[src/rtl/rf8088_prefetch_queue.sv]
// Code prefetch queue: fetches bytes at (CS<<SEG_SHIFT)+IP over a Wishbone-style
// bus and hands them to the execution unit one byte per pop.
module rf8088_prefetch_queue #(
    parameter int unsigned DEPTH     = 4,
    parameter int unsigned AMSB      = 19,
    parameter int unsigned SEG_SHIFT = 4,
    parameter logic [15:0] RESET_CS  = 16'hFFFF,
    parameter logic [15:0] RESET_IP  = 16'h0000
) (
    input  logic                         clk_i,
    input  logic                         rst_i,
    input  logic                         flush_i,
    input  logic [15:0]                  cs_i,
    input  logic [15:0]                  ip_i,
    input  logic                         pop_i,
    output logic                         q_valid_o,
    output logic [7:0]                   q_byte_o,
    output logic [15:0]                  q_ip_o,
    output logic [$clog2(DEPTH):0]       q_count_o,
    input  logic                         hold_i,
    output logic                         cyc_o,
    output logic                         stb_o,
    output logic                         we_o,
    output logic [AMSB:0]                adr_o,
    input  logic [7:0]                   dat_i,
    input  logic                         ack_i,
    output logic                         busy_o
);

    localparam int unsigned AW = AMSB + 1;
    localparam int unsigned PW = $clog2(DEPTH);
    localparam int unsigned CW = PW + 1;

    typedef enum logic [1:0] {IDLE, FETCH, FLUSH_WAIT} state_t;

    state_t          state_q, state_d;
    logic            cyc_q, cyc_d;
    logic [AW-1:0]   adr_q, adr_d;
    logic [15:0]     fetch_cs_q, fetch_cs_d;
    logic [15:0]     fetch_ip_q, fetch_ip_d;
    logic [15:0]     head_ip_q, head_ip_d;
    logic [PW-1:0]   head_q, head_d;
    logic [PW-1:0]   tail_q, tail_d;
    logic [CW-1:0]   count_q, count_d;
    logic [7:0]      mem_q [DEPTH];

    logic            wr_en;
    logic            rd_en;
    logic [AW-1:0]   lin_adr;

    // Next-state, datapath and bus request logic
    always_comb begin
        state_d    = state_q;
        cyc_d      = cyc_q;
        adr_d      = adr_q;
        fetch_cs_d = fetch_cs_q;
        fetch_ip_d = fetch_ip_q;
        head_ip_d  = head_ip_q;
        head_d     = head_q;
        tail_d     = tail_q;
        count_d    = count_q;

        lin_adr = AW'((32'(fetch_cs_q) << SEG_SHIFT) + 32'(fetch_ip_q));
        wr_en   = (state_q == FETCH) && ack_i && !flush_i;
        rd_en   = pop_i && (count_q != '0) && !flush_i;

        if (wr_en) begin
            tail_d     = tail_q + PW'(1);
            fetch_ip_d = fetch_ip_q + 16'd1;
        end
        if (rd_en) begin
            head_d    = head_q + PW'(1);
            head_ip_d = head_ip_q + 16'd1;
        end
        count_d = count_q + CW'(wr_en) - CW'(rd_en);

        if (flush_i) begin
            count_d    = '0;
            head_d     = '0;
            tail_d     = '0;
            fetch_cs_d = cs_i;
            fetch_ip_d = ip_i;
            head_ip_d  = ip_i;
        end

        unique case (state_q)
            IDLE: begin
                if (!flush_i && !hold_i && (count_q < CW'(DEPTH))) begin
                    state_d = FETCH;
                    cyc_d   = 1'b1;
                    adr_d   = lin_adr;
                end
            end
            FETCH: begin
                if (ack_i) begin
                    state_d = IDLE;
                    cyc_d   = 1'b0;
                end else if (flush_i) begin
                    state_d = FLUSH_WAIT;
                end
            end
            // The bus cycle cannot be aborted; its data is dropped on ack
            FLUSH_WAIT: begin
                if (ack_i) begin
                    state_d = IDLE;
                    cyc_d   = 1'b0;
                end
            end
            default: begin
                state_d = IDLE;
                cyc_d   = 1'b0;
            end
        endcase
    end

    always_ff @(posedge clk_i) begin
        if (rst_i) begin
            state_q    <= IDLE;
            cyc_q      <= 1'b0;
            adr_q      <= '1;
            fetch_cs_q <= RESET_CS;
            fetch_ip_q <= RESET_IP;
            head_ip_q  <= RESET_IP;
            head_q     <= '0;
            tail_q     <= '0;
            count_q    <= '0;
        end else begin
            state_q    <= state_d;
            cyc_q      <= cyc_d;
            adr_q      <= adr_d;
            fetch_cs_q <= fetch_cs_d;
            fetch_ip_q <= fetch_ip_d;
            head_ip_q  <= head_ip_d;
            head_q     <= head_d;
            tail_q     <= tail_d;
            count_q    <= count_d;
        end
    end

    always_ff @(posedge clk_i) begin
        if (!rst_i && wr_en) begin
            mem_q[tail_q] <= dat_i;
        end
    end

    assign cyc_o     = cyc_q;
    assign stb_o     = cyc_q;
    assign busy_o    = cyc_q;
    assign we_o      = 1'b0;
    assign adr_o     = adr_q;
    assign q_valid_o = (count_q != '0);
    assign q_count_o = count_q;
    assign q_ip_o    = head_ip_q;
    assign q_byte_o  = mem_q[head_q];

endmodule

[config.mk]
export PLATFORM = sky130hd
export DESIGN_NAME = rf8088_prefetch_queue
export DESIGN_NICKNAME = d
export VERILOG_FILES = /design/src/rtl/rf8088_prefetch_queue.sv
export SDC_FILE = /design/constraint.sdc
export NUM_CORES = 1
export LEC_CHECK = 0
export CAP_MARGIN = 30
export CORE_MARGIN = 5
export CORE_UTILIZATION = 45
export DETAILED_ROUTE_END_ITERATION = 10
export PLACE_DENSITY = 0.7
export SETUP_SLACK_MARGIN = 0.4
export SKIP_LAST_GASP = 1
export SYNTH_ARGS = -nofsm -noshare
export SYNTH_HDL_FRONTEND = slang
export SYNTH_SLANG_ARGS = --single-unit
[constraint.sdc]
create_clock -name clk_i -period 6.7 [get_ports clk_i]
set_clock_uncertainty 0.2 [all_clocks]
set_input_delay 0.67 -clock clk_i [delete_from_list [all_inputs] [get_ports clk_i]]
set_output_delay 0.67 -clock clk_i [all_outputs]
set_load 0.01 [all_outputs]
# ---- Word level (Yosys, flattened, before mapping)
# Memory sizes are Yosys's and may differ from the RTL's. A register that Yosys moved wholly into a read port is not among the register bits.
# Cells that the tools add are included.
dict set report op_classes {
  add_sub_neg 7
  magnitude_cmp 1
  eq_ne 6
  mux 16
  reduce_logical 19
}
# op n
set op_table {}
lappend op_table {{16-bit two-way mux} 4}
lappend op_table {{16-bit by 1-bit adder with 16-bit output, second input constant} 2}
lappend op_table {{20-bit by 16-bit adder with 20-bit output} 1}
lappend op_table {{2-bit two-way mux} 6}
lappend op_table {{1-bit logical AND} 7}
lappend op_table {{2-bit one-hot mux with 3 select lines} 1}
lappend op_table {{2-bit by 1-bit adder with 2-bit output, second input constant} 2}
lappend op_table {{1-bit two-way mux} 4}
lappend op_table {{2-bit inequality test, second input constant} 2}
lappend op_table {{2-bit AND reduction} 2}
lappend op_table {{2-bit nonzero test} 2}
lappend op_table {{2-bit OR reduction} 2}
lappend op_table {{3-bit by 1-bit adder with 3-bit output} 1}
lappend op_table {{1-bit logical NOT} 3}
lappend op_table {{3-bit less-than comparator, second input constant} 1}
lappend op_table {{3-bit inequality test, second input constant} 1}
lappend op_table {{3-bit AND reduction} 1}
lappend op_table {{3-bit nonzero test} 1}
lappend op_table {{3-bit by 1-bit subtractor with 3-bit output} 1}
lappend op_table {{2-bit by 1-bit == test with 1-bit output, second input constant} 1}
lappend op_table {{2-bit == test, second input constant} 1}
lappend op_table {{2-bit logical NOT} 1}
lappend op_table {{2-bit by 1-bit inequality test with 1-bit output, second input constant} 1}
lappend op_table {{1-bit one-hot mux with 2 select lines} 1}
dict set report word_totals {
  reg_bits 78
  mem_bits_rw 32
  output_inout_bits 52
  elab_cells 59
  n_memories 1
}
# memory words width read_ports rd_ports_with_merged_regs write_ports line
set memory_table {}
lappend memory_table {mem_q 4 8 1 1 1 45} ;# logic [7:0] mem_q [DEPTH];

# ---- Longest topological paths before layout
# Gate-level depths: netlist (run 1).
dict set report depth {
  depth_word 6
  depth_mapped 12
}

# ---- Least setup slack after synthesis (run 1)
# OpenSTA, ideal clock, no wires.
dict set report synth_timing {
  path_kind {input -> register}
  start {input flush_i}
  end {register count_q[2] (netlist: q_count_o[2])}
  setup_ps 121
  arrival_time_ps 2606
  required_time_ps 6379
  path_slack_ps 3773
  stages 11
  n_path_buf 2
  path_cell_list {clkbuf_1 > clkinv_1 > clkbuf_1 > and2_1 > ha_1 > inv_1 > ha_1 > fa_1 > xnor2_1 > xnor2_1 > nor2_1}
}
# item line
set synth_lines {}
lappend synth_lines {{from (decl)} 12} ;# input logic flush_i,
lappend synth_lines {{1-bit logical NOT} 65} ;# rd_en = pop_i && (count_q != '0) && !flush_i;
lappend synth_lines {{1-bit logical AND} 65}
lappend synth_lines {{named net rd_en} 48} ;# logic rd_en;
lappend synth_lines {{3-bit by 1-bit subtractor with 3-bit output} 75} ;# count_d = count_q + CW'(wr_en) - CW'(rd_en);
lappend synth_lines {{to (signal assigned)} 136} ;# count_q <= count_d;
lappend synth_lines {{to (decl)} 44} ;# logic [CW-1:0] count_q, count_d;
# The timed path passes the listed nets, and every way through them passes these cells.
# A chain may end at the register's enable or synchronous reset.

# ---- Worst setup path in the final report (run 1)
# Ends and elaborated chain as after synthesis.

==> results of run 1 <==
logic make-up (layout without fill, tap and decap cells):
group | Yosys count | in the layout | synth area share, %
AOI/OAI and AO/OA | 120 | 120 | 16.0
xor gates and xnor gates | 38 | 38 | 6.30
adders and majority gates | 25 | 25 | 6.20
buffers and inverters | 47 | 135 | 3.67
DFF | 112 | 112 | 48.5
muxes | 10 | 10 | 3.79
other | 1 | 1 | 0.0709
and+or+nand+nor | 152 | 152 | 15.5
registers in the layout, summed over array words and instances (netlist names), named ones only:
signal and flops:
adr_o 20, busy_o 1, fetch_cs_q 16, fetch_ip_q 16
head_q 2, mem_q 32, q_count_o 3, q_ip_o 16
state_q 2, tail_q 2
cell type report:
cell class	count	area, um2
fill	970	4800
sequential	112	2560
multi-input combinational	346	2530
timing repair buffer	100	1030
clock buffer	9	225
tap	143	179
inverter	19	71.3
clock inverter	7	70.1
how the worst max path moves through the flow:
| stage | to | slack, ns |
|---|---|---|
| global route | q_count_o[2]$_SDFF_PP0_ | 2.74 |
| detailed placement | q_count_o[2]$_SDFF_PP0_ | 2.57 |
| floorplan | q_count_o[2]$_SDFF_PP0_ | 3.77 |
| CTS | q_count_o[2]$_SDFF_PP0_ | 2.95 |
| finish | q_count_o[2]$_SDFF_PP0_ | 2.96 |
| global placement | q_count_o[2]$_SDFF_PP0_ | 2.25 |
cells in the final DEF (no fill, tap or decap), types with 13 or more instances in the layout:
master           Yosys  routed
inv_1               18      18
a21oi_1             32      32
a211o_1             22      22
edfxtp_1            32      32
clkdlybuf4s50_1      0      95
dfxtp_1             80      80
ha_1                23      23
xnor2_1             14      14
a21boi_0            16      16
xor2_1              24      24
a211oi_1            13      13
nand2_1             35      35
nor2b_1             18      18
nor3_1              13      13
nor2_1              27      27
worst register-to-register path, delay by kind of cell, from the launching register on:
kind,cells,cell delay (ns)
buffers and inverters,2,0.12
xor gates and xnor gates,2,0.33
DFF,1,0.34
and+or+nand+nor,3,0.55
adders and majority gates,4,1.05
where the power goes:
part / total (mW) / switching (mW) / leakage, nW / internal, mW
logic: 0.243 / 0.114 / 1.42 / 0.129
registers: 0.759 / 0.0304 / 0.950 / 0.728
clock network: 0.530 / 0.266 / 0.142 / 0.264
total: 1.53 / 0.410 / 2.51 / 1.12
per-stage QoR:
stage / std cells / cell area [um2]
after floorplan: 505 / 5290
after global placement: 718 / 6310
after detailed placement: 719 / 6340
final: 736 / 6660
after CTS: 735 / 6640
after global routing: 736 / 6660
cell usage after synthesis, drive strengths merged, types with 13 or more instances:
cell type  instances
xor2              24
clkbuf            17
edfxtp            32
nor2              28
a21oi             32
nand2             35
a211o             22
nor2b             18
ha                23
xnor2             14
a21boi            17
dfxtp             80
inv               18
a211oi            13
nor3              13
layer usage:
metal	track usage, %	vias to the layer above	part of all wire [%]
met3	4.39	14	4.6
li1	-	1982	-
met1	21.0	1906	45
met5	0	-	0
met4	4.18	0	1.2
met2	29.0	88	49
==> results.toml, run 1 <==
[run_status]
status = "completed"

[grt]
grt_overflow = 0
grt_pass1_vias = 4032
grt_pass1_wl_mm = 19.6
grt.total_usage_pct = 16.8
grt_max_degree = 70
antenna_found_initial = 0

[finish]
n_antenna_cell = 0
final_layout_size_suffix_gt1_share_pct = 6.41
final_nets = 659
fin_util_pct = 58.1
syn_to_final_growth_pct = 26.1

[clocking]
cts_htree_levels = 3
cts_made_buffers = 9
cts_resized = 0
clock-sinks = 112
clk_latency_ns = 0.35
path_clk_slew_ns = 0.08
root_buffer = "clkbuf_16"
post-cts-setup-buffer-count = 0
cts_hold_buf = 0
clk_path_buf_depth = 2
cts_tree = "done"

[synth]
synth_edf_count = 32
synth_nets = 576
synth.distinct_cells = 51
async_reset_ff_share_pct = 0
yosysTopAreaCellShare_pct = 30.3
netlist_area_um2 = 5290
synth_seq_cells = 112
yosys-top-cells-area = "dfxtp_1, edfxtp_1, ha_1, xor2_1, a211o_1"
yosysSeqAreaShare_pct = 48.5
ys.flop_type = "dfxtp_1"
yosysWarnings = 0
synth_top_area_cell = "dfxtp_1"
avgSynthCellArea_um2 = 10.5
synthCells = 505

[setup_path]
path_cells = "clkdlybuf4s50_1 > buf_4 > clkinv_1 > buf_16 > and2_1 > ha_1 > inv_1 > ha_1 > fa_1 > xnor2_1 > xnor2_1 > nor2_1"
required_ns = 6.75
r2r_slack_ns = 4.01
crit_slowest_cell = "clkinv_1"
cp-startpoint = "flush_i"
critPathBufInv = 5
critPathMaxFanout = 44
crit_arrival_ns = 3.79
criticalPathCategory = "in2reg"
cp.depth = 12
reg2reg_depth = 11
start_kind = "input port"
cp-end-kind = "register"
cpLargestDelayFamily = "buffers and inverters"
reg2reg_from = "state_q[1]$_SDFFE_PP0P_"
r2r_end = "q_count_o[2]$_SDFF_PP0_"
crit_path_max_incr_delay_ns = 0.53

[power]
vdd_drop_max_mv = 0.124
p_total_mw = 1.53
p_leak_nw = 2.51
power_density_nw_per_um2 = 230

[drt]
drc = 0
drt-total-wl_mm = 11.8
wl_per_cell_um = 16.0
vias = 3990
final_antenna_net_count = 0
vias_per_cell = 5.42
drtPass1Iterations = 4
drtIter0Drc = 138

[placed_design]
port_buffers = 96
gp_congestion = 0.838
pre_cts_ws_ns = 2.57
hpwl_mm = 8.52

[sta]
slew_headroom_pct = 49.4
setup_tns_ns = 0
hold-worst-slack_ns = 0.266
worst_slack_ns = 2.96
finalMaxSlewViolations = 0
setup_violations = 0
period_share_pct = 55.9
worst_pin_slew_ns = 0.757
report.final.hold_viol_count = 0
max_freq_ghz = 0.267
fin_crit_ns = 3.74
rsz0062_at_grt = "no"

[floorplan]
coreArea_um2 = 11500
die_h_um = 118
die-area_um2 = 14000
num_io_pins = 98
initial_core_util_pct = 46.1
die_w_um = 118
row_count = 39

[run]
max_cap_violations = 0

[min_path]
hp-start = "adr_o[12]$_SDFFE_PP1P_"
min_to = "adr_o[12]$_SDFFE_PP1P_"
hold_class = "reg2reg"
whs_path_depth = 1
Power figures use the tool's default switching activity.
==> inputs of run 2 (changes only) <==
Clock period 6.7 ns to 3.5 ns, I/O delays scaled along.
==> results.toml, run 2 (synthesis gave the netlist of run 1 again) <==
[floorplan]
num_io_pins = 98
initial_core_util_pct = 46.1
die_w_um = 118
coreArea_um2 = 11500
row_count = 39
die_h_um = 118
die-area_um2 = 14000

[run_status]
status = "completed"

[clocking]
clk_path_buf_depth = 2
clock-sinks = 112
cts_tree = "done"
cts_made_buffers = 9
clk_latency_ns = 0.34
root_buffer = "clkbuf_16"
cts_hold_buf = 0
post-cts-setup-buffer-count = 0
cts_htree_levels = 3
cts_resized = 0
path_clk_slew_ns = 0.07

[sta]
finalMaxSlewViolations = 0
setup_violations = 0
period_share_pct = 76.3
fin_crit_ns = 2.67
rsz0062_at_grt = "no"
worst_pin_slew_ns = 0.641
setup_tns_ns = 0
worst_slack_ns = 0.830
report.final.hold_viol_count = 0
slew_headroom_pct = 57.3
max_freq_ghz = 0.375

[finish]
final_nets = 663
largest-register = "mem_q"
n_antenna_cell = 0
syn_to_final_growth_pct = 25.8
fill_cells = 985
fin_util_pct = 58.0
mostFrequentLayoutCells = "clkdlybuf4s50_1, dfxtp_1, nand2_1"
final_layout_size_suffix_gt1_share_pct = 6.53
largest_reg_flops = 32
final_common_cell = "clkdlybuf4s50_1"

[grt]
grt_pass1_wl_mm = 19.4
grt_max_degree = 41
grt_pass1_vias = 4000
grt_overflow = 0
antenna_found_initial = 0
grt.total_usage_pct = 16.7

[drt]
final_antenna_net_count = 0
drtPass1Iterations = 4
drt-total-wl_mm = 11.7
drc = 0
vias = 3973
drtIter0Drc = 160
vias_per_cell = 5.37
wl_per_cell_um = 15.8

[placed_design]
gp_congestion = 0.861
port_buffers = 96
hpwl_mm = 8.80
pre_cts_ws_ns = 0.451

[setup_path]
critPathBufInv = 0
critPathMaxFanout = 4
cpLargestDelayFamily = "compound AO/OA/AOI/OAI gates"
crit_arrival_ns = 2.72
start_kind = "register"
crit_path_max_incr_delay_ns = 0.41
crit_slowest_cell = "fa_1"
path_cells = "ha_1 > fa_1 > a21o_1 > a31o_2 > a221oi_2 > a21boi_1 > o21a_1 > o31ai_1"
cp-end-kind = "register"
required_ns = 3.55
criticalPathCategory = "reg2reg"

[power]
vdd_drop_max_mv = 0.426
p_leak_nw = 2.51
power_density_nw_per_um2 = 439

[run]
max_cap_violations = 0

[min_path]
hold_class = "reg2reg"
[run 2: changes by cell type in the layout (fill, tap and decap cells not counted), sizes merged]
cell | before | now
clkbuf | 9 | 11
buf | 5 | 9
inv | 23 | 18
bufinv | 0 | 1
clkinvlp | 1 | 2
clkinv | 2 | 3
[run 2: report_power, final]
part	switching, mW	internal, mW
registers	0.0583	1.39
logic	0.219	0.244
clock network	0.449	0.555
[run 2: metrics by stage]
step                instances  power [mW]  hold slack [ns]  instance area, um2
finish                    740        2.92            0.268                6650
global route              740        3.06            0.292                6650
CTS                       740        2.95            0.274                6650
detailed placement        724        1.94            0.253                6360
global placement          724        1.93            0.249                6360
floorplan                 505        1.75            0.249                5290
[run 2: layout make-up]
class | instances | area [um2] | area share (%)
sequential | 112 | 2560 | 38.5
multi-input combinational | 346 | 2530 | 38.1
timing repair buffer | 104 | 1020 | 15.3
clock buffer | 11 | 233 | 3.50
tap | 143 | 179 | 2.69
inverter | 19 | 71.3 | 1.07
clock inverter | 5 | 57.6 | 0.866
[run 2: worst paths after layout]
kind	end	from	slack, ns	cells after the start
setup / recovery	adr_o[16]$_SDFFE_PP1P_	fetch_ip_q[4]$_SDFFE_PP0P_	0.83	8
hold / removal	adr_o[8]$_SDFFE_PP1P_	adr_o[8]$_SDFFE_PP1P_	0.27	1
setup reg to reg	adr_o[16]$_SDFFE_PP1P_	fetch_ip_q[4]$_SDFFE_PP0P_	0.83	8
hold reg to reg	adr_o[8]$_SDFFE_PP1P_	adr_o[8]$_SDFFE_PP1P_	0.27	1
[run 2: per-layer routing]
metal	global-route usage [%]	vias up	wire length [um]	part of all wire, %
met3	5.30	10	530	4.5
met4	3.97	0	109	0.93
li1	-	1981	-	-
met2	29.0	84	5870	50
met1	20.3	1898	5200	44
met5	0	-	0	0
